## config.mk

```make
export PLATFORM = sky130hd
export DESIGN_NAME = mmio_uart_timer
export DESIGN_NICKNAME = d
export VERILOG_FILES = /design/src/rtl/mmio_uart_timer.sv
export SDC_FILE = /design/constraint.sdc
export NUM_CORES = 1
export LEC_CHECK = 0
export CORE_MARGIN = 2
export CORE_UTILIZATION = 30
export CTS_BUF_LIST = sky130_fd_sc_hd__clkbuf_8
export DETAILED_ROUTE_END_ITERATION = 16
export SETUP_SLACK_MARGIN = 0.1
export SYNTH_ARGS = -nofsm -noshare
export SYNTH_HDL_FRONTEND = slang
export SYNTH_SLANG_ARGS = --single-unit
```

## constraint.sdc

```tcl
create_clock -name clk -period 4.8 [get_ports clk]
set_input_delay 0.96 -clock clk [delete_from_list [all_inputs] [get_ports clk]]
set_output_delay 0.96 -clock clk [all_outputs]
set_load 0.02 [all_outputs]
```

## src/rtl/mmio_uart_timer.sv

```systemverilog
// mmio_uart_timer: memory-mapped peripheral with a 32-bit compare timer and
// an 8N1 UART transmitter fed from a byte FIFO. Read data is combinational so
// the core's write-back mux can capture it in the same cycle.
module mmio_uart_timer #(
    parameter int          FIFO_DEPTH = 8,
    parameter logic [15:0] BAUD_RST   = 16'd434
) (
    input  logic        clk,
    input  logic        rst,
    input  logic [31:0] m_addr,
    input  logic [31:0] m_data,
    input  logic        m_rnw,
    input  logic        m_sel,
    output logic [31:0] s_data,
    output logic        uart_tx,
    output logic        irq
);

    localparam int AW = $clog2(FIFO_DEPTH);

    typedef enum logic [1:0] {
        S_IDLE  = 2'd0,
        S_START = 2'd1,
        S_DATA  = 2'd2,
        S_STOP  = 2'd3
    } tx_state_t;

    logic [2:0]  off_s;
    logic        wr_s;
    logic        addr_unused_s;
    logic        st_w1c_s;
    logic        push_req_s;
    logic        push_ok_s;
    logic        pop_s;
    logic        full_s;
    logic        empty_s;
    logic        match_set_s;
    logic        match_next_s;
    logic        ovf_next_s;
    logic [15:0] eff_div_s;

    logic [31:0] timer_r;
    logic [31:0] cmp_r;
    logic [15:0] baud_r;
    logic [2:0]  ctrl_r;
    logic        match_r;
    logic        ovf_r;
    logic        irq_r;
    logic [7:0]  fifo_mem_r [FIFO_DEPTH];
    logic [AW:0] wptr_r;
    logic [AW:0] rptr_r;
    tx_state_t   state_r;
    logic [7:0]  shift_r;
    logic [15:0] cnt_r;
    logic [15:0] div_r;
    logic [2:0]  bit_r;
    logic        tx_r;

    assign off_s         = m_addr[4:2];
    assign wr_s          = m_sel & ~m_rnw;
    assign addr_unused_s = ^{m_addr[31:5], m_addr[1:0]};
    assign st_w1c_s      = wr_s && (off_s == 3'd1);
    assign push_req_s    = wr_s && (off_s == 3'd0);

    // The extra pointer bit distinguishes full from empty when the indices meet.
    assign empty_s = (wptr_r == rptr_r);
    assign full_s  = (wptr_r[AW] != rptr_r[AW]) && (wptr_r[AW-1:0] == rptr_r[AW-1:0]);
    assign pop_s   = (state_r == S_IDLE) && ctrl_r[1] && !empty_s;
    // A pop in the same cycle frees the slot, so a push into a full FIFO is kept.
    assign push_ok_s = push_req_s && (!full_s || pop_s);

    assign eff_div_s    = (baud_r == 16'd0) ? 16'd1 : baud_r;
    assign match_set_s  = ctrl_r[0] && (timer_r == cmp_r);
    assign match_next_s = match_set_s || (match_r && !(st_w1c_s && m_data[3]));
    assign ovf_next_s   = (push_req_s && full_s && !pop_s) ||
                          (ovf_r && !(st_w1c_s && m_data[4]));

    assign uart_tx = tx_r;
    assign irq     = irq_r;

    // Combinational read mux; reads never change state.
    always_comb begin
        s_data = 32'd0;
        if (m_sel && m_rnw) begin
            case (off_s)
                3'd1:    s_data = {27'd0, ovf_r, match_r, (state_r != S_IDLE), empty_s, full_s};
                3'd2:    s_data = {16'd0, baud_r};
                3'd3:    s_data = timer_r;
                3'd4:    s_data = cmp_r;
                3'd5:    s_data = {29'd0, ctrl_r};
                default: s_data = 32'd0;
            endcase
        end else begin
            s_data = 32'd0;
        end
    end

    // Free-running timer; a bus write takes priority over the increment.
    always_ff @(posedge clk or posedge rst) begin
        if (rst) begin
            timer_r <= 32'd0;
        end else if (wr_s && (off_s == 3'd3)) begin
            timer_r <= m_data;
        end else if (ctrl_r[0]) begin
            timer_r <= timer_r + 32'd1;
        end
    end

    // Plain read/write configuration registers.
    always_ff @(posedge clk or posedge rst) begin
        if (rst) begin
            cmp_r  <= 32'hFFFF_FFFF;
            baud_r <= BAUD_RST;
            ctrl_r <= 3'd0;
        end else if (wr_s) begin
            if (off_s == 3'd4) cmp_r  <= m_data;
            if (off_s == 3'd2) baud_r <= m_data[15:0];
            if (off_s == 3'd5) ctrl_r <= m_data[2:0];
        end
    end

    // Sticky status flags (set beats clear) and the interrupt, which trails match by a cycle.
    always_ff @(posedge clk or posedge rst) begin
        if (rst) begin
            match_r <= 1'b0;
            ovf_r   <= 1'b0;
            irq_r   <= 1'b0;
        end else begin
            match_r <= match_next_s;
            ovf_r   <= ovf_next_s;
            irq_r   <= match_r & ctrl_r[2];
        end
    end

    // FIFO storage; contents need no reset since the pointers define validity.
    always_ff @(posedge clk) begin
        if (push_ok_s) begin
            fifo_mem_r[wptr_r[AW-1:0]] <= m_data[7:0];
        end
    end

    // FIFO pointers; reset empties the FIFO.
    always_ff @(posedge clk or posedge rst) begin
        if (rst) begin
            wptr_r <= '0;
            rptr_r <= '0;
        end else begin
            if (push_ok_s) wptr_r <= wptr_r + 1'b1;
            if (pop_s)     rptr_r <= rptr_r + 1'b1;
        end
    end

    // 8N1 transmitter; uart_tx is loaded with the level of the state being entered.
    always_ff @(posedge clk or posedge rst) begin
        if (rst) begin
            state_r <= S_IDLE;
            shift_r <= 8'd0;
            cnt_r   <= 16'd0;
            div_r   <= 16'd1;
            bit_r   <= 3'd0;
            tx_r    <= 1'b1;
        end else begin
            case (state_r)
                S_IDLE: begin
                    tx_r <= 1'b1;
                    if (pop_s) begin
                        shift_r <= fifo_mem_r[rptr_r[AW-1:0]];
                        cnt_r   <= eff_div_s;
                        div_r   <= eff_div_s;
                        bit_r   <= 3'd0;
                        tx_r    <= 1'b0;
                        state_r <= S_START;
                    end
                end
                S_START: begin
                    if (cnt_r == 16'd1) begin
                        cnt_r   <= div_r;
                        tx_r    <= shift_r[0];
                        state_r <= S_DATA;
                    end else begin
                        cnt_r <= cnt_r - 16'd1;
                    end
                end
                S_DATA: begin
                    if (cnt_r == 16'd1) begin
                        cnt_r <= div_r;
                        if (bit_r == 3'd7) begin
                            tx_r    <= 1'b1;
                            state_r <= S_STOP;
                        end else begin
                            bit_r   <= bit_r + 3'd1;
                            shift_r <= {1'b0, shift_r[7:1]};
                            tx_r    <= shift_r[1];
                        end
                    end else begin
                        cnt_r <= cnt_r - 16'd1;
                    end
                end
                S_STOP: begin
                    if (cnt_r == 16'd1) begin
                        tx_r    <= 1'b1;
                        state_r <= S_IDLE;
                    end else begin
                        cnt_r <= cnt_r - 16'd1;
                    end
                end
                default: begin
                    tx_r    <= 1'b1;
                    state_r <= S_IDLE;
                end
            endcase
        end
    end

endmodule

```

==> results.yml, run 1 <==
outcome:
  status: "complete, no violations"
synthesis:
  yosys_warnings: 0
  ys_seq_area_share_pct: 52.0
  synth.net_count: 1006
  syn_area_per_cell_um2: 11.3
  synthesis.area_mm2: 0.0105
  synth_cells: 927
  yosysUniqueCellTypes: 63
  async_reset_ff_share_pct: 68.6
  synth_edf_count: 64
  ys_ff_latch: 204
  synth-main-ff-cell: "dfrtp_1"
layout:
  antenna_cells: 0
  areaGrowthSynthToFinish_pct: 19.4
  finalNonFillerCells: 1494
  multi_input_area_mm2: 0.00473
  fill_cells: 3457
  drive_gt1_share_pct: 21.8
  layout.nets: 1089
  final-seq-area_mm2: 0.00547
route:
  viasPerCell: 4.99
  vias: 7452
  wl_per_cell_um: 17.9
  drc: 0
  wl_um: 26800
  first_pass_iters: 4
  ant_nets: 0
  drt_iter0_drc: 498
critical_path:
  reg2reg_to: "fifo_mem_r[3][3]"
  rr_startpoint: "state_r[0]"
  cp-end-kind: "primary output"
  critPathRequiredTime_ns: 3.84
  worst_ep_arrival_time_ns: 3.36
  startpoint_type: "input pin"
  reg2regPathDepth: 7
  r2r_slack_ns: 1.78
  crit_fanout: 10
  path_class: "input pin to primary output"
place:
  pre_cts_slack_ns: 0.446
  place_congestion: 0.830
  hpwlAfterDp_um: 18400
  numPortBuffers: 72
  dp_cells: 1426
clock_tree:
  clk_latency_ns: 0.53
  cts_tree: "done"
  cts-resized-gates: 0
  cts_setup_buffers: 0
  clk_pin_slew_ns: 0.05
  numClockSinks: 204
  numCtsBuffers: 37
  hold_buffers: 0
  cts.htree.levels: 2
  cts_buffer_depth: 3
  root_buffer: "clkbuf_8"
global_routing:
  grt_overflow: 0
  grt_pass1_vias: 7519
  grt_start_max_net_pins: 101
  top_usage_layer: "met2"
  grt_util_met1_pct: 19.6
  grtUsageTotal_pct: 14.7
  antenna_found_initial: 0
  use_met3_pct: 2.26
  grt_pass1_wl_um: 42300
  met2_usage_pct: 24.2
timing:
  rsz0062_at_grt: "false"
  finalSetupViolations: 0
  slew_viol_final: 0
  relSlewSlack_pct: 36.0
  fmax_mhz: 232
  post-route-period-util_pct: 90.0
  hold_viol: 0
  worst_slew_pin_slew_ns: 0.959
  fin_crit_ns: 4.32
  fin_ws_ns: 0.482
  timing.setup.tns_ns: 0
  clock_skew_ns: 0.0328
floorplan:
  fp.coreArea_mm2: 0.0345
  initial_core_util_pct: 30.5
  die_area_mm2: 0.0366
  num_rows: 68
  die_x_um: 191
  io_pins: 102
  fp.dieH_um: 191
min_path:
  hold_class: "flip-flop to flip-flop"
  hold_start: "ctrl_r[2]"
  hold_path_end: "irq"
  min_path_cells: 1
pwr:
  powerDensity_mw_per_mm2: 531
  leakage_nw: 4.70
  ir_worst_vdd_mv: 0.217
run:
  maxCapViolations: 0
cells by family (layout without fill, tap and decap cells):
kind of cell	after synthesis	count (layout)	share of synthesized area, %
AO/OA/AOI/OAI	146	146	9.14
multiplexers	117	117	13.9
XOR/XNOR	77	77	6.41
flip-flops	204	204	52.0
adder cells (fa/ha/maj)	11	11	1.31
AND/OR/NAND/NOR	295	295	14.1
buffers and inverters	77	189	3.06
stage by stage:
step | utilization (%) | area (um2) | hold slack, ns | power (mW)
detailed placement | 34.2 | 11800 | 0.493 | 5.04
finish | 36.4 | 12600 | 0.502 | 6.67
global route | 36.4 | 12600 | 0.517 | 7.10
CTS | 36.4 | 12600 | 0.505 | 6.73
global placement | 34.2 | 11800 | 0.471 | 4.99
floorplan | - | 10500 | 0.449 | 4.41
critical path: stages:
cell,delay [ns]
clkdlybuf4s50_1,0.75
nor2b_1,0.36
a22oi_1,0.14
a21oi_1,0.19
a21oi_1,0.07
nor2_1,0.23
clkdlybuf4s50_1,0.65
worst max path at each step:
stage,to,cells after the start,from,slack (ns)
floorplan,baud_r[0],1,rst,0.15
global placement,s_data[0],7,m_addr[3],0.44
detailed placement,s_data[0],7,m_addr[3],0.45
CTS,s_data[0],7,m_addr[3],0.43
global route,s_data[0],7,m_addr[3],0.33
finish,s_data[0],7,m_addr[3],0.48
synthesized netlist by cell type, types with 9 or more instances:
library cell / number / area (um2)
dfrtp_1: 101 / 2530
inv_1: 22 / 82.6
xor2_1: 31 / 272
buf_2: 11 / 55.1
nor4_1: 18 / 113
mux4_2: 16 / 360
nand2b_1: 16 / 100
edfxtp_1: 64 / 1920
o21ai_0: 55 / 275
mux2i_1: 25 / 250
xnor2_1: 46 / 403
a21oi_1: 27 / 135
nor2_1: 82 / 308
ha_1: 11 / 138
mux2_2: 76 / 856
a221oi_1: 9 / 78.8
a22oi_1: 20 / 150
nand4_1: 18 / 113
nand3_1: 24 / 120
nand2_1: 72 / 270
clkbuf_1: 33 / 124
dfstp_2: 39 / 1020
nor3_1: 20 / 100
cell type report:
class	instances	share of cell area, %
Timing Repair Buffer	99	7.55
Multi-Input combinational cell	646	37.7
Tap cell	455	4.53
Clock buffer	43	4.71
Clock inverter	25	1.25
Inverter	22	0.697
Sequential cell	204	43.6
placed cells by master (no fill, tap or decap), drive strengths merged, types with 31 or more instances in the layout:
master and count:
clkbuf 43, clkdlybuf4s50 72, dfrtp 101, dfstp 39, edfxtp 64, inv 37, mux2 76, nand2 72
nor2 82, o21ai 55, xnor2 46, xor2 31
power by group:
| part | internal [mW] | switching (mW) | leakage [nW] |
|---|---|---|---|
| registers | 2.26 | 0.495 | 2.23 |
| logic | 1.10 | 1.16 | 2.04 |
| clock network | 0.925 | 0.730 | 0.432 |
| total | 4.28 | 2.39 | 4.70 |
layer usage:
metal / share of wire [%] / vias up
met1: 45 / 3678
met4: 3.0 / 0
met2: 48 / 158
li1: - / 3561
met3: 3.6 / 55
met5: 0 / -
state kept, by name, summed over array words and instances (netlist names), 8 cells and up:
name and flops:
baud_r 16, cmp_r 32, cnt_r 16, div_r 16, fifo_mem_r 64, shift_r 8, timer_r 32
(Power assumes the default switching activity.)
==> run 2, diff against run 1 <==
--- a/config.mk
+++ b/config.mk
@@ -10,6 +10,7 @@
 export CTS_BUF_LIST = sky130_fd_sc_hd__clkbuf_8
 export DETAILED_ROUTE_END_ITERATION = 16
 export SETUP_SLACK_MARGIN = 0.1
+export SLEW_MARGIN = 5
 export SYNTH_ARGS = -nofsm -noshare
 export SYNTH_HDL_FRONTEND = slang
 export SYNTH_SLANG_ARGS = --single-unit
==> results of run 2 <==
The final DEF is identical to that of run 1; final timing and power are the same.
